`config.mk`:
```
export PLATFORM = sky130hd
export DESIGN_NAME = mem_access_flat
export DESIGN_NICKNAME = d
export VERILOG_FILES = /design/src/rtl/mem_access_pkg.sv /design/src/rtl/mem_access_if.sv /design/src/rtl/mem_access.sv /design/src/flat_wrapper.sv
export SDC_FILE = /design/constraint.sdc
export NUM_CORES = 1
export LEC_CHECK = 0
export CORE_UTILIZATION = 47
export CTS_CLUSTER_DIAMETER = 100
export DETAILED_ROUTE_END_ITERATION = 7
export PLACE_DENSITY_LB_ADDON = 0.1
export SLEW_MARGIN = 20
export SYNTH_ARGS = -nofsm -noshare
export SYNTH_HDL_FRONTEND = slang
export SYNTH_SLANG_ARGS = --single-unit
```
`constraint.sdc`:
```
create_clock -name clk -period 5.7 [get_ports clk]
set_input_delay 1.14 -clock clk [delete_from_list [all_inputs] [get_ports clk]]
set_output_delay 1.14 -clock clk [all_outputs]
set_load 0.01 [all_outputs]
```
`src/rtl/mem_access_pkg.sv`:
```
// Shared types and helpers for the SRAM load/store stage: FSM encoding,
// strobe bundle, byte-lane enable and load-extract functions.
package mem_access_pkg;

  localparam int unsigned DATA_W = 32;
  localparam int unsigned REG_W  = 5;
  localparam int unsigned CNT_W  = 3;
  localparam int unsigned BE_W   = 4;
  localparam int unsigned LANE_W = 2;

  typedef enum logic [2:0] {
    ST_IDLE,
    ST_RD,
    ST_WR_SETUP,
    ST_WR_PULSE,
    ST_WR_HOLD,
    ST_DONE
  } state_t;

  // Registered SRAM control strobes, all active-low except dq_oe.
  typedef struct packed {
    logic            ce_n;
    logic            oe_n;
    logic            we_n;
    logic            dq_oe;
    logic [BE_W-1:0] be_n;
  } strobe_t;

  localparam strobe_t STRB_IDLE = '{ce_n: 1'b1, oe_n: 1'b1, we_n: 1'b1,
                                    dq_oe: 1'b0, be_n: {BE_W{1'b1}}};

  // Active-low byte enables: all lanes for a word, one lane for a byte.
  function automatic logic [BE_W-1:0] lane_be_n(input logic              byte_acc,
                                                 input logic [LANE_W-1:0] lane);
    logic [BE_W-1:0] sel;
    sel = BE_W'(1) << lane;
    return byte_acc ? ~sel : {BE_W{1'b0}};
  endfunction

  // Store data as driven on the bus; a byte is replicated into every lane.
  function automatic logic [DATA_W-1:0] store_data(input logic              byte_acc,
                                                   input logic [DATA_W-1:0] data);
    return byte_acc ? {4{data[7:0]}} : data;
  endfunction

  // Load result: whole word, or the addressed lane sign-extended from bit 7.
  function automatic logic [DATA_W-1:0] load_extract(input logic [DATA_W-1:0] word,
                                                     input logic              byte_acc,
                                                     input logic [LANE_W-1:0] lane);
    logic [7:0] b;
    case (lane)
      2'd0:    b = word[7:0];
      2'd1:    b = word[15:8];
      2'd2:    b = word[23:16];
      default: b = word[31:24];
    endcase
    return byte_acc ? {{(DATA_W-8){b[7]}}, b} : word;
  endfunction

endpackage

```
`src/rtl/mem_access_if.sv`:
```
// Asynchronous SRAM bus with split data lines; master is the memory stage.
interface mem_access_if
  import mem_access_pkg::*;
#(
  parameter int unsigned ADDR_W = 20
) ();

  logic [ADDR_W-1:0] ram_addr;
  logic [DATA_W-1:0] ram_dq_o;
  logic              ram_dq_oe;
  logic [DATA_W-1:0] ram_dq_i;
  logic [BE_W-1:0]   ram_be_n;
  logic              ram_ce_n;
  logic              ram_oe_n;
  logic              ram_we_n;

  modport master (
    output ram_addr, ram_dq_o, ram_dq_oe, ram_be_n, ram_ce_n, ram_oe_n, ram_we_n,
    input  ram_dq_i
  );

  modport slave (
    input  ram_addr, ram_dq_o, ram_dq_oe, ram_be_n, ram_ce_n, ram_oe_n, ram_we_n,
    output ram_dq_i
  );

endinterface

```
`src/rtl/mem_access.sv`:
```
// Pipeline memory stage: runs LW/LB/SW/SB against an asynchronous SRAM with a
// programmable strobe width, stalls upstream while busy, and feeds writeback.
module mem_access
  import mem_access_pkg::*;
#(
  parameter int unsigned ADDR_W      = 20,
  parameter int unsigned WAIT_CYCLES = 1
) (
  input  logic              clk,
  input  logic              rst_n,
  input  logic [DATA_W-1:0] ex_result,
  input  logic [DATA_W-1:0] ex_mem_data,
  input  logic              ex_load_byte,
  input  logic              ex_mem_read,
  input  logic              ex_mem_write,
  input  logic              ex_reg_write,
  input  logic [REG_W-1:0]  ex_write_reg,
  output logic              mem_stall,
  output logic              wb_reg_write,
  output logic [REG_W-1:0]  wb_write_reg,
  output logic [DATA_W-1:0] wb_data,
  mem_access_if.master      ram
);

  localparam logic [CNT_W-1:0] LAST_CNT = CNT_W'(WAIT_CYCLES - 1);

  state_t            state_q, state_d;
  logic [CNT_W-1:0]  cnt_q, cnt_d;
  strobe_t           strobe_q, strobe_d;
  logic              capture_rd, capture_wr, rd_last;
  logic [BE_W-1:0]   be_sel;

  logic              byte_q;
  logic [LANE_W-1:0] lane_q;
  logic [REG_W-1:0]  dest_q;
  logic [ADDR_W-1:0] addr_q;
  logic [DATA_W-1:0] dq_o_q;

  // State, wait counter and strobe registers.
  always_ff @(posedge clk) begin
    if (!rst_n) begin
      state_q  <= ST_IDLE;
      cnt_q    <= '0;
      strobe_q <= STRB_IDLE;
    end else begin
      state_q  <= state_d;
      cnt_q    <= cnt_d;
      strobe_q <= strobe_d;
    end
  end

  // Next state, stall, and strobes decoded from the state being entered so
  // the registered strobes line up with the state they belong to.
  always_comb begin
    state_d    = state_q;
    cnt_d      = cnt_q;
    strobe_d   = STRB_IDLE;
    mem_stall  = 1'b0;
    capture_rd = 1'b0;
    capture_wr = 1'b0;
    rd_last    = 1'b0;

    case (state_q)
      ST_IDLE: begin
        if (ex_mem_read) begin
          mem_stall  = 1'b1;
          capture_rd = 1'b1;
          cnt_d      = '0;
          state_d    = ST_RD;
        end else if (ex_mem_write) begin
          mem_stall  = 1'b1;
          capture_wr = 1'b1;
          cnt_d      = '0;
          state_d    = ST_WR_SETUP;
        end
      end
      ST_RD: begin
        mem_stall = 1'b1;
        if (cnt_q == LAST_CNT) begin
          rd_last = 1'b1;
          cnt_d   = '0;
          state_d = ST_DONE;
        end else begin
          cnt_d = cnt_q + CNT_W'(1);
        end
      end
      ST_WR_SETUP: begin
        mem_stall = 1'b1;
        cnt_d     = '0;
        state_d   = ST_WR_PULSE;
      end
      ST_WR_PULSE: begin
        mem_stall = 1'b1;
        if (cnt_q == LAST_CNT) begin
          cnt_d   = '0;
          state_d = ST_WR_HOLD;
        end else begin
          cnt_d = cnt_q + CNT_W'(1);
        end
      end
      ST_WR_HOLD: begin
        mem_stall = 1'b1;
        state_d   = ST_DONE;
      end
      ST_DONE: begin
        state_d = ST_IDLE;
      end
      default: begin
        state_d = ST_IDLE;
        cnt_d   = '0;
      end
    endcase

    be_sel = (capture_rd || capture_wr) ? lane_be_n(ex_load_byte, ex_result[1:0])
                                        : lane_be_n(byte_q, lane_q);

    case (state_d)
      ST_RD: begin
        strobe_d.ce_n = 1'b0;
        strobe_d.oe_n = 1'b0;
        strobe_d.be_n = be_sel;
      end
      ST_WR_SETUP, ST_WR_HOLD: begin
        strobe_d.ce_n  = 1'b0;
        strobe_d.dq_oe = 1'b1;
        strobe_d.be_n  = be_sel;
      end
      ST_WR_PULSE: begin
        strobe_d.ce_n  = 1'b0;
        strobe_d.we_n  = 1'b0;
        strobe_d.dq_oe = 1'b1;
        strobe_d.be_n  = be_sel;
      end
      default: strobe_d = STRB_IDLE;
    endcase
  end

  // Access capture and writeback registers.
  always_ff @(posedge clk) begin
    if (!rst_n) begin
      addr_q       <= '0;
      dq_o_q       <= '0;
      byte_q       <= 1'b0;
      lane_q       <= '0;
      dest_q       <= '0;
      wb_reg_write <= 1'b0;
      wb_write_reg <= '0;
      wb_data      <= '0;
    end else begin
      if (capture_rd || capture_wr) begin
        addr_q <= ex_result[ADDR_W+1:2];
        byte_q <= ex_load_byte;
        lane_q <= ex_result[1:0];
        dest_q <= ex_write_reg;
      end
      if (capture_wr) begin
        dq_o_q <= store_data(ex_load_byte, ex_mem_data);
      end

      if (state_q == ST_IDLE && !ex_mem_read && !ex_mem_write) begin
        wb_reg_write <= ex_reg_write && (ex_write_reg != '0);
        wb_write_reg <= ex_write_reg;
        wb_data      <= ex_result;
      end else if (rd_last) begin
        wb_reg_write <= (dest_q != '0);
        wb_write_reg <= dest_q;
        wb_data      <= load_extract(ram.ram_dq_i, byte_q, lane_q);
      end else begin
        wb_reg_write <= 1'b0;
      end
    end
  end

  assign ram.ram_addr  = addr_q;
  assign ram.ram_dq_o  = dq_o_q;
  assign ram.ram_dq_oe = strobe_q.dq_oe;
  assign ram.ram_be_n  = strobe_q.be_n;
  assign ram.ram_ce_n  = strobe_q.ce_n;
  assign ram.ram_oe_n  = strobe_q.oe_n;
  assign ram.ram_we_n  = strobe_q.we_n;

endmodule

```
`src/flat_wrapper.sv`:
```
// flat-port wrapper written by rule: the top's interface ports become plain ports
module mem_access_flat import mem_access_pkg::*;
#(
  parameter int unsigned ADDR_W      = 20,
  parameter int unsigned WAIT_CYCLES = 1
)
  (clk, rst_n, ex_result, ex_mem_data, ex_load_byte, ex_mem_read, ex_mem_write, ex_reg_write, ex_write_reg, mem_stall, wb_reg_write, wb_write_reg, wb_data, ram_ram_addr, ram_ram_dq_o, ram_ram_dq_oe, ram_ram_be_n, ram_ram_ce_n, ram_ram_oe_n, ram_ram_we_n, ram_ram_dq_i);
  mem_access_if #(.ADDR_W(ADDR_W)) ram_i ();
  input  logic clk;
  input  logic rst_n;
  input  logic [DATA_W-1:0] ex_result;
  input  logic [DATA_W-1:0] ex_mem_data;
  input  logic ex_load_byte;
  input  logic ex_mem_read;
  input  logic ex_mem_write;
  input  logic ex_reg_write;
  input  logic [REG_W-1:0] ex_write_reg;
  output logic mem_stall;
  output logic wb_reg_write;
  output logic [REG_W-1:0] wb_write_reg;
  output logic [DATA_W-1:0] wb_data;
  output wire logic [$bits(ram_i.ram_addr)-1:0] ram_ram_addr;
  output wire logic [$bits(ram_i.ram_dq_o)-1:0] ram_ram_dq_o;
  output wire logic [$bits(ram_i.ram_dq_oe)-1:0] ram_ram_dq_oe;
  output wire logic [$bits(ram_i.ram_be_n)-1:0] ram_ram_be_n;
  output wire logic [$bits(ram_i.ram_ce_n)-1:0] ram_ram_ce_n;
  output wire logic [$bits(ram_i.ram_oe_n)-1:0] ram_ram_oe_n;
  output wire logic [$bits(ram_i.ram_we_n)-1:0] ram_ram_we_n;
  input wire logic [$bits(ram_i.ram_dq_i)-1:0] ram_ram_dq_i;
  assign ram_ram_addr = ram_i.ram_addr;
  assign ram_ram_dq_o = ram_i.ram_dq_o;
  assign ram_ram_dq_oe = ram_i.ram_dq_oe;
  assign ram_ram_be_n = ram_i.ram_be_n;
  assign ram_ram_ce_n = ram_i.ram_ce_n;
  assign ram_ram_oe_n = ram_i.ram_oe_n;
  assign ram_ram_we_n = ram_i.ram_we_n;
  assign ram_i.ram_dq_i = ram_ram_dq_i;
  mem_access #(.ADDR_W(ADDR_W), .WAIT_CYCLES(WAIT_CYCLES)) u_core (.clk(clk), .rst_n(rst_n), .ex_result(ex_result), .ex_mem_data(ex_mem_data), .ex_load_byte(ex_load_byte), .ex_mem_read(ex_mem_read), .ex_mem_write(ex_mem_write), .ex_reg_write(ex_reg_write), .ex_write_reg(ex_write_reg), .mem_stall(mem_stall), .wb_reg_write(wb_reg_write), .wb_write_reg(wb_write_reg), .wb_data(wb_data), .ram(ram_i));
endmodule
```
==> results of run 1 <==
tightest hold or removal path, cell delays in order (launching register included):
cell and delay (ns):
dfxtp_1 0.32, nand2_1 0.05, a21boi_1 0.05
per-stage QoR:
stage	instance area [µm²]	setup slack, ns	hold slack (ns)
after floorplan	5026	2.473	0.4422
after global placement	7089	1.421	0.4399
after detailed placement	7089	1.352	0.4468
after CTS	7295	1.354	0.4610
after global routing	7295	1.306	0.4801
final	7295	1.340	0.4613
cells in the final DEF (no fill, tap or decap), types with 10 or more instances in the layout:
cell               n
nand2b_1          27
o221ai_1          11
clkdlybuf4s50_1  204
nand3_1           13
a21boi_0          20
a21oi_1           34
a221o_1           19
a21boi_1          26
mux2i_1           27
nand2_1          104
nor2_1            10
o211a_1           24
dfxtp_1          112
clkbuf_8          10
cell type report:
| cell class | count | area, µm² | share of cell area |
|---|---|---|---|
| multi-input combinational | 383 | 2570 | 0.3523 |
| sequential | 112 | 2242 | 0.3074 |
| timing repair buffer | 210 | 2085 | 0.2858 |
| tap | 136 | 170.2 | 0.02333 |
| clock buffer | 11 | 141.4 | 0.01938 |
| clock inverter | 5 | 63.81 | 0.008748 |
| inverter | 6 | 22.52 | 0.003087 |
layer usage:
metal | up-vias | global-route usage
li1 | 2320 | -
met1 | 2310 | 0.3197
met2 | 199 | 0.4934
met3 | 21 | 0.06926
met4 | 0 | 0.1066
met5 | - | 0
how the worst max path moves through the flow:
stage / endpoint / from / depth (start not counted) / slack, ns
3_5_place_dp: mem_stall / ex_mem_read / 5 / 1.35
3_3_place_gp: mem_stall / ex_mem_read / 5 / 1.42
5_1_grt: mem_stall / ex_mem_read / 5 / 1.31
2_1_floorplan: mem_stall / ex_mem_read / 4 / 2.47
4_1_cts: mem_stall / ex_mem_read / 5 / 1.35
6_report: mem_stall / ex_mem_read / 5 / 1.34
logic make-up after synthesis:
kind of cell | synth area share
simple gates | 0.1668
buf+inv | 0.04456
fa+ha+maj | 0.004978
compound gates | 0.2569
flops | 0.4461
mux | 0.08066
power by group:
| group | switching, W | internal [W] |
|---|---|---|
| Combinational | 0.000263 | 0.000299 |
| Sequential | 0.0000564 | 0.000866 |
| Clock | 0.000274 | 0.000219 |
| Total | 0.000593 | 0.00138 |
==> results_tabular.tex, run 1 <==
\begin{tabular}{lr}
\hline
Metric & Value \\
\hline
\multicolumn{2}{l}{\textbf{STA}} \\
\quad Final number of hold-violating endpoints & 0 \\
\quad Setup Viol. Count Final & 0 \\
\quad Setup repair after global routing missed its margin & no \\
\quad Maximum clock rate & between 0.2 and 0.25 GHz \\
\quad Clock Skew & between 0.015 and 0.02 ns \\
\quad Worst Max-Slew Pin Slew & 1.053 ns \\
\quad Final period utilization & 0.7648 \\
\quad Sum of negative setup slack & 0 ns \\
\quad Slew HR & 0.2980 \\
\quad Number of pins with negative max-slew slack in the final report & 0 \\
\quad Post-layout minimum cycle time & 4.360 ns \\
\multicolumn{2}{l}{\textbf{Routing}} \\
\quad Total Wirelength & 15460 µm \\
\quad Wl on met1 & just over 6000 µm \\
\quad Detailed-routed wire length on met2 & 7657 µm \\
\quad Remaining antenna violation count & 0 \\
\quad Via count normalized by instance count & 5.620 \\
\quad Pre-Repair DR Iteration Count & 6 \\
\quad Top routing layer in use & met4 \\
\quad Vias & between 4000 and 5000 \\
\quad Routed met3 length & $\sim$1400 µm \\
\quad First DRT Iteration DRCs & 254 \\
\quad Average detailed-routed wire length per instance & around 18 µm \\
\quad Remaining routing DRC violations & 0 \\
\multicolumn{2}{l}{\textbf{Synth}} \\
\quad Post-synth cell types & 47 \\
\quad Post-synth top area cell & dfxtp\_1 \\
\quad Number of instances in the synthesized netlist & roughly 550 \\
\quad Synth Net Count & between 600 and 700 \\
\quad Async set-reset flop share out of synthesis & 0 \\
\quad Yosys Warn Count & 0 \\
\quad Number of enable-type register cells in the synthesized netlist & 0 \\
\quad Post-synthesis average cell area & 9.188 µm² \\
\quad Cell with the most instances after synthesis & dfxtp\_1 \\
\quad Leading post-synthesis cells by cell area & dfxtp\_1 (45\%), nand2\_1 (7.8\%), mux2i\_1 (5.4\%), o211a\_1 (4.8\%), a21boi\_1 (3.9\%) \\
\quad Most used flip-flop cell after synthesis & dfxtp\_1 \\
\quad Sequential-to-total area share from yosys stat & 0.4461 \\
\quad Cell types with the highest counts after synthesis & dfxtp\_1 (112), nand2\_1 (104), a21oi\_1 (34) \\
\quad Area fraction of the dominant cell type after synthesis & 0.4461 \\
\quad Register bit total from synthesis & 112 \\
\quad Netlist Area Pre-Place & between 5000 and 6000 µm² \\
\multicolumn{2}{l}{\textbf{CTS}} \\
\quad Clock net sink count & between 100 and 150 \\
\quad Worst-skew pair later-pin latency & about 0.38 ns \\
\quad Clock tree from TritonCTS & done \\
\quad Clock buffer count from CTS & 9 \\
\quad H-tree levels & 3 \\
\quad Reg clk slew, reported paths & $\sim$0.10 ns \\
\quad Number of buffers between clock root and the deepest sink & 2 \\
\quad Post CTS Setup Buffer Count & 0 \\
\quad Count of cells resized by post-cts repair & 0 \\
\quad Clock root buffer & clkbuf\_8 \\
\quad Number of hold buffers added after cts & 0 \\
\multicolumn{2}{l}{\textbf{Setup path}} \\
\quad CP most frequent cell & clkdlybuf4s50\_1 \\
\quad Largest fanout of any net on the critical path & 9 \\
\quad WS Path Type & in -> out \\
\quad Start of the worst register-to-register path & u\_core.state\_q[1]\$\_SDFF\_PN0\_ \\
\quad Critical path buffer and inverter count & 2 \\
\quad Type of element capturing the critical path & output pin \\
\quad Arrival time worst endpoint & between 3 and 4 ns \\
\quad Critical Path Max Stage Delay & between 0.6 and 0.7 ns \\
\quad Crit Reg-Reg Endpoint & u\_core.wb\_data[20]\$\_SDFFE\_PN0P\_ \\
\quad CP Data Required Time & around 4.6 ns \\
\quad Slowest cell on crit path & or4\_1 \\
\quad Slack of the worst reg-to-reg path & roughly 3.2 ns \\
\quad Kind of start point of the critical path & input pin \\
\quad Ordered list of cells on the worst path & clkdlybuf4s50\_1 -> or4\_1 -> nor2\_2 -> a21oi\_1 -> clkdlybuf4s50\_1 \\
\quad Largest delay contributor family on the critical path & buffers and inverters \\
\quad Worst-case reg-to-reg path depth & 4 \\
\multicolumn{2}{l}{\textbf{Finish}} \\
\quad Final Non-Filler Cells & between 800 and 900 \\
\quad Number of nets in the finished design & between 800 and 900 \\
\quad Antenna cells & 0 \\
\quad Layout cells sized above 1 & 0.05227 \\
\quad Final core area utilization & 0.7066 \\
\quad Number of filler cells placed in the layout & 821 \\
\quad P\&R area growth vs syn & 45.13\% \\
\multicolumn{2}{l}{\textbf{Die}} \\
\quad Top-level port count & 206 \\
\quad Placement Rows & 37 \\
\quad Starting density of the core & 0.4869 \\
\quad Floorplan die width & $\sim$110 µm \\
\quad Core Region & between 10000 and 15000 µm² \\
\quad Vertical extent of the die & roughly 110 µm \\
\quad Area enclosed by the die boundary & between 10000 and 15000 µm² \\
\multicolumn{2}{l}{\textbf{Global routing}} \\
\quad Largest net degree at the start of global routing & just over 90 \\
\quad Global-route wire length before repair & around 24000 µm \\
\quad All-Layer GR Usage & 0.2779 \\
\quad Vias in the first global route & 4744 \\
\quad GR Overflow Total & 0 \\
\quad Number of antenna violations at the first check in global routing & 0 \\
\multicolumn{2}{l}{\textbf{Power}} \\
\quad Power density over the cells & $\sim$270 nW/µm² \\
\quad Overall power of the completed layout & between 0.0015 and 0.002 W \\
\quad Leak Pwr & slightly below 3 nW \\
\quad Worst ir drop on vdd & 0.1357 mV \\
\multicolumn{2}{l}{\textbf{Placed design}} \\
\quad Cell count after placement & 847 \\
\quad Placed wire-length estimate & 11330 µm \\
\quad Global placement routability congestion & around 0.84 \\
\quad Number of buffers inserted by port buffering & between 200 and 250 \\
\multicolumn{2}{l}{\textbf{Run status}} \\
\quad Status & finished, final reports clean \\
\multicolumn{2}{l}{\textbf{Hold path}} \\
\quad Depth of the worst hold-timing path & 2 \\
\quad Endpoint of the worst hold path & u\_core.ram.ram\_addr[2]\$\_SDFFE\_PN0N\_ \\
\quad Worst hold path type & reg -> reg \\
\quad Startpoint of the lowest-slack hold path & u\_core.ram.ram\_addr[2]\$\_SDFFE\_PN0N\_ \\
\multicolumn{2}{l}{\textbf{Run}} \\
\quad Max-cap check violation count & 0 \\
\hline
\end{tabular}
Power figures use the tool's default switching activity.
==> inputs of run 2 (changes only) <==
--- a/config.mk
+++ b/config.mk
@@ -5,7 +5,7 @@
 export SDC_FILE = /design/constraint.sdc
 export NUM_CORES = 1
 export LEC_CHECK = 0
-export CORE_UTILIZATION = 47
+export CORE_UTILIZATION = 39
 export CTS_CLUSTER_DIAMETER = 100
 export DETAILED_ROUTE_END_ITERATION = 7
 export PLACE_DENSITY_LB_ADDON = 0.1
==> constraint.sdc (replaced) <==
create_clock -name clk -period 3.5 [get_ports clk]
set_input_delay 0.7 -clock clk [delete_from_list [all_inputs] [get_ports clk]]
set_output_delay 0.7 -clock clk [all_outputs]
set_load 0.01 [all_outputs]
==> run 2 against run 1 <==
  * Sequential share of layout area fell by 0.82 points
  * Critical path depth did not move
  * Sequential power up 63%
  * Worst hold slack got worse by 0.0068 ns
  * Sequential cell count stayed put
  * Clock-buffer cell count decreased by 2
  * Via count shrank 0.89%
  * First-iteration DRC count is 2.0% lower
  * Setup slack lost 0.99 ns
  * Clock power grew 110%
  * Critical path type unchanged
  * Highest routed layer unchanged
==> results_tabular.tex, run 2 (same netlist as run 1, synthesis figures left out) <==
\begin{tabular}{lr}
\hline
Metric & Value \\
\hline
\multicolumn{2}{l}{\textbf{Run status}} \\
\quad Status & finished, final reports clean \\
\multicolumn{2}{l}{\textbf{STA}} \\
\quad Slew HR & 0.4471 \\
\quad Setup repair after global routing missed its margin & no \\
\quad Sum of negative setup slack & 0 ns \\
\quad Number of pins with negative max-slew slack in the final report & 0 \\
\quad Post-layout minimum cycle time & between 3 and 4 ns \\
\quad Worst Max-Slew Pin Slew & a little over 0.8 ns \\
\quad Clock Skew & about 0.0070 ns \\
\quad Setup Viol. Count Final & 0 \\
\quad Final number of hold-violating endpoints & 0 \\
\quad PnR worst setup slack & between 0.3 and 0.4 ns \\
\quad Maximum clock rate & between 0.3 and 0.4 GHz \\
\quad Final period utilization & 0.8989 \\
\multicolumn{2}{l}{\textbf{Setup path}} \\
\quad CP Data Required Time & approximately 2.8 ns \\
\quad Largest delay contributor family on the critical path & buffers and inverters \\
\quad Arrival time worst endpoint & around 2.5 ns \\
\quad Kind of start point of the critical path & input pin \\
\quad Type of element capturing the critical path & output pin \\
\quad Largest fanout of any net on the critical path & 5 \\
\quad WS Path Type & in -> out \\
\quad CP most frequent cell & clkdlybuf4s50\_1 \\
\quad Critical path buffer and inverter count & 2 \\
\quad Ordered list of cells on the worst path & clkdlybuf4s50\_1 -> or4\_1 -> nor2\_2 -> a21oi\_1 -> clkdlybuf4s50\_1 \\
\quad Slowest cell on crit path & or4\_1 \\
\quad Critical Path Max Stage Delay & 0.56 ns \\
\multicolumn{2}{l}{\textbf{Die}} \\
\quad Starting density of the core & 0.3999 \\
\quad Floorplan die width & roughly 120 µm \\
\quad Top-level port count & around 200 \\
\quad Core Region & around 13000 µm² \\
\quad Vertical extent of the die & approximately 120 µm \\
\quad Placement Rows & slightly above 40 \\
\quad Area enclosed by the die boundary & approximately 13000 µm² \\
\multicolumn{2}{l}{\textbf{Finish}} \\
\quad P\&R area growth vs syn & 49.12\% \\
\quad Most common cell after layout, fill and taps aside & clkdlybuf4s50\_1 \\
\quad Leading cell types in the layout, fill and taps excluded & clkdlybuf4s50\_1 (204), dfxtp\_1 (112), nand2\_1 (104) \\
\quad Number of nets in the finished design & between 800 and 900 \\
\quad Layout cells sized above 1 & 0.06139 \\
\multicolumn{2}{l}{\textbf{Placed design}} \\
\quad Placement-stage worst setup slack & 0.3669 ns \\
\quad Global placement routability congestion & 0.7876 \\
\quad Placed wire-length estimate & 11520 µm \\
\quad Number of buffers inserted by port buffering & a little over 200 \\
\multicolumn{2}{l}{\textbf{Hold path}} \\
\quad Worst hold path type & reg -> reg \\
\multicolumn{2}{l}{\textbf{CTS}} \\
\quad Post CTS Setup Buffer Count & 0 \\
\quad Clock net sink count & approximately 110 \\
\quad Number of hold buffers added after cts & 0 \\
\quad Clock buffer count from CTS & 9 \\
\quad Count of cells resized by post-cts repair & 0 \\
\quad Clock root buffer & clkbuf\_16 \\
\quad Number of buffers between clock root and the deepest sink & 2 \\
\quad H-tree levels & 3 \\
\quad Clock tree from TritonCTS & done \\
\quad Worst-skew pair later-pin latency & 0.35 ns \\
\quad Reg clk slew, reported paths & roughly 0.080 ns \\
\multicolumn{2}{l}{\textbf{Power}} \\
\quad Power density over the cells & around 460 nW/µm² \\
\quad Part of the total power dissipated in the clock network & 0.303 \\
\quad Int Pwr & about 0.0025 W \\
\quad Sw Share & 0.2888 \\
\quad Net switching power figure & $\sim$0.0010 W \\
\quad Leak Pwr & around 3 nW \\
\quad Combinational fraction of design power & 0.265 \\
\quad Worst ir drop on vdd & around 0.21 mV \\
\quad Fraction of power consumed by sequential logic & 0.432 \\
\multicolumn{2}{l}{\textbf{Routing}} \\
\quad Vias & between 4000 and 5000 \\
\quad Remaining routing DRC violations & 0 \\
\quad Remaining antenna violation count & 0 \\
\quad First DRT Iteration DRCs & between 200 and 250 \\
\quad Pre-Repair DR Iteration Count & 4 \\
\quad Total Wirelength & 15580 µm \\
\quad Via count normalized by instance count & $\sim$5.3 \\
\quad Average detailed-routed wire length per instance & roughly 17 µm \\
\multicolumn{2}{l}{\textbf{Run}} \\
\quad Max-cap check violation count & 0 \\
\multicolumn{2}{l}{\textbf{Global routing}} \\
\quad GR Overflow Total & 0 \\
\quad Vias in the first global route & around 4700 \\
\quad Number of antenna violations at the first check in global routing & 0 \\
\quad Largest net degree at the start of global routing & between 50 and 60 \\
\quad Global-route wire length before repair & 24250 µm \\
\quad All-Layer GR Usage & 0.2374 \\
\hline
\end{tabular}
==> run 2: cell count changes in the layout (fill, tap and decap cells not counted), sizes merged <==
cell | previous run | this run
clkbuf | 11 | 9
buf | 6 | 13
diode | 0 | 1
clkinv | 2 | 3
==> run 2: final timing paths <==
| check | startpoint | endpoint | slack [ns] | depth (start not counted) |
|---|---|---|---|---|
| setup / recovery | ex_mem_read | mem_stall | 0.35 | 5 |
| hold / removal | u_core.ram.ram_addr[8]$_SDFFE_PN0N_ | u_core.ram.ram_addr[8]$_SDFFE_PN0N_ | 0.45 | 2 |
| setup reg to reg | u_core.cnt_q[0]$_SDFFE_PN0P_ | u_core.wb_data[10]$_SDFFE_PN0P_ | 1.28 | 6 |
| hold reg to reg | u_core.ram.ram_addr[8]$_SDFFE_PN0N_ | u_core.ram.ram_addr[8]$_SDFFE_PN0N_ | 0.45 | 2 |
==> run 2: per-stage QoR <==
| stage | util | total power, W | area [µm²] | cells | hold slack (ns) |
|---|---|---|---|---|---|
| 2_1_floorplan | - | 0.001956 | 5026 | 547 | 0.4422 |
| 3_3_place_gp | 0.5718 | 0.002439 | 7187 | 890 | 0.4415 |
| 3_5_place_dp | 0.5718 | 0.002456 | 7187 | 890 | 0.4440 |
| 4_1_cts | 0.5961 | 0.003515 | 7492 | 905 | 0.4551 |
| 5_1_grt | 0.5961 | 0.003648 | 7492 | 905 | 0.4747 |
| 6_report | 0.5963 | 0.003475 | 7495 | 906 | 0.4545 |
==> run 2: power by group through the flow <==
stage          clock (W)  combinational, W  sequential, W
2_1_floorplan          0          0.000395        0.00156
5_1_grt          0.00113          0.000999        0.00152
3_5_place_dp           0          0.000927        0.00153
4_1_cts          0.00108          0.000931        0.00150
3_3_place_gp           0          0.000916        0.00152
6_report         0.00105          0.000922        0.00150
==> run 2: cell type report <==
class | count | area (µm²)
well taps | 172 | 215.2
clock buffers | 9 | 225.2
repair buffers | 217 | 2137
diodes | 1 | 2.502
fillers | 1133 | 5074
clock inverters | 6 | 80.08
inverters | 6 | 22.52
multi-input cells | 383 | 2570
flip-flops and latches | 112 | 2242
==> run 2: per-layer routing <==
metal	wire (µm)	global-route usage	part of all wire
met5	0	0	0
met4	401	0.1074	0.026
met3	1137	0.06381	0.073
met2	7506	0.4176	0.48
met1	6539	0.2684	0.42
==> run 2: worst register-to-register path, cell delays in order (launching register included) <==
cell	delay, ns
dfxtp_1	0.34
inv_1	0.06
ha_1	0.18
nand3b_1	0.12
nor3_2	0.63
nor2_2	0.35
a221o_1	0.44
==> RTL change, RTL diff (flow settings as in run 2) <==
Change the package constant `BE_W` from 4 to 6.
--- a/src/rtl/mem_access_pkg.sv
+++ b/src/rtl/mem_access_pkg.sv
@@ -6,5 +6,5 @@
   localparam int unsigned REG_W  = 5;
   localparam int unsigned CNT_W  = 3;
-  localparam int unsigned BE_W   = 4;
+  localparam int unsigned BE_W   = 6;
   localparam int unsigned LANE_W = 2;
 
Interface: changed (resized ram_ram_be_n); port bits go from 206 to 208. The function was not compared with the original's and may differ.
==> RTL change against run 2 <==
Synthesized area decreased by 0.90%. Setup slack better by 280 ps. Sequential power up 5%. Global-route usage up 1.9 points. Clock power increased by 57%. Sequential cell count increased by 1. Highest routed layer unchanged. Design area is 3.2% higher. Power increased by 26%. Synthesized cell count grew 3.8%. Maximum frequency up 9.8%. Wire length up 7.8%.
==> RTL change: results (changes against run 2) <==
Place
  • Routability cong.: 0.860 (+9.1%)
  • Placed instance area: 7160 um^2 (-0.44%)
  • Dpl hpwl: 12000 um (+4.5%)
  • Port Buffers: 207 (+0.98%)

STA
  • Post-Route Skew: 8.89 ps (+1.85 ps)
  • Worst slew pin tran: 894 ps (+66.0 ps)

GRT
  • Vias in the first global route: 4808 (+2.1%)
  • First-pass GRT wire length: 25600 um (+5.7%)
  • Initial antenna violation count: 0 (unchanged)
  • GRT Total Usage: 25.6% (+1.9 points)

Logic synthesis
  • Fraction of registers with async set/reset: 0% (unchanged)
  • Synth top cells by count: 113 x dfxtp_1, 84 x nand2_1, 52 x a21oi_1
  • Largest cells by area after synthesis: dfxtp_1 45%, mux2i_1 6.6%, nand2_1 6.3%, a211oi_1 5.4%, a21oi_1 5.2%
  • Synth Area in Adders: 0.502% (+0.0045 points)
  • Post-synthesis sequential area ratio: 45.4% (+0.81 points)
  • Syn nets: 677 (+3.2%)
  • Mux cell area share after synthesis: 7.99% (-0.078 points)
  • Xor and xnor fraction of the mapped netlist area: 0.352% (+0.35 points)
  • Synth Area in Compound Gates: 22.1% (-3.6 points)
  • Cell variety after synth: 46 (-2.1%)

Detailed routing
  • Vias/cell: 5.31 (about the same)
  • Routed WL: 16800 um (+7.8%)
  • 1st-iter DRT viols: 309 (+24%)
  • 1st-pass router iterations: 5 (+1)

Layout
  • Share of cells above drive strength 1: 8.05% (+1.9 points)
  • Layout net count: 868 (+3.6%)
  • N_diodes: 0 (-1)

Power and ir drop
  • Peak supply drop: 0.440 mV (+110%)
  • P_leak: 0.00281 uW (-6.9%)

Run status
  • Status: finished clean

Critical path
  • Arr. time, crit path: 2160 ps (-290 ps)
  • CP max FO: 8 (+3)

CTS
  • Inserted Clock Buffers: 17 (+8)
  • Clk Latency, worst-skew pair: 410 ps (+60 ps)
  • Htree depth: 4 (+1)
  • Clock-pin slew on the worst setup and hold paths: 50 ps (-30 ps)

Worst hold path
  • Worst Hold Class: flip-flop to flip-flop
## RTL change: cell count changes after synthesis, moves of 23 or more
cell             run 2  this run
a211oi_1             2        36
o211a_1             24         0
a21boi_1            26         0
o21ai_0              5        28
nor2_1              10        36
nor3_1               4        28
## RTL change: cells by family (layout without fill, tap and decap cells)
kind of cell | count (synthesis) | in the layout
adder cells (fa/ha/maj) | 2 | 2
flip-flops | 113 | 113
AO/OA/AOI/OAI | 162 | 162
AND/OR/NAND/NOR | 197 | 197
multiplexers | 36 | 36
buffers and inverters | 56 | 258
XOR/XNOR | 2 | 2
## RTL change: metrics by stage
stage | std cells | setup WS, ps
final | 938 | 635
after global routing | 938 | 572
after CTS | 938 | 633
after detailed placement | 908 | 652
after global placement | 908 | 663
after floorplan | 568 | 1460
## RTL change: per-layer routing
metal / track usage, % / part of all wire, % / vias to the layer above
li1: - / - / 2414
met5: 0 / 0 / -
met1: 32.6 / 44 / 2352
met3: 6.06 / 6.6 / 27
met2: 41.0 / 46 / 184
met4: 12.1 / 2.7 / 0
## RTL change: cell type report
cell class / count / area (um^2)
inverters: 10 / 37.5
clock buffers: 25 / 526
multi-input cells: 399 / 2480
flip-flops and latches: 113 / 2260
fillers: 1125 / 4480
well taps: 168 / 210
clock inverters: 5 / 50.0
repair buffers: 218 / 2170
## RTL change: worst paths after layout
| path | start | endpoint | slack [ps] | cells after the start |
|---|---|---|---|---|
| worst max-delay path | ex_mem_read | mem_stall | 640 | 4 |
| worst min-delay path | u_core.ram.ram_addr[9]$_SDFFE_PN0N_ | u_core.ram.ram_addr[9]$_SDFFE_PN0N_ | 450 | 2 |
| worst max register to register | u_core.cnt_q[0]$_SDFFE_PN0P_ | u_core.wb_data[29]$_SDFFE_PN0P_ | 1090 | 6 |
| worst min register to register | u_core.ram.ram_addr[9]$_SDFFE_PN0N_ | u_core.ram.ram_addr[9]$_SDFFE_PN0N_ | 450 | 2 |
## RTL change: worst max-delay path, cell delays in order
cell             delay [ps]
clkdlybuf4s50_1         720
nor3_4                   80
nor2_1                  120
clkdlybuf4s50_1         540
## RTL change: where the power goes
part	internal (uW)	switching [uW]	total [uW]
Combinational	594	570	1160
Clock	1090	552	1650
Sequential	1460	110	1570
Total	3150	1230	4380
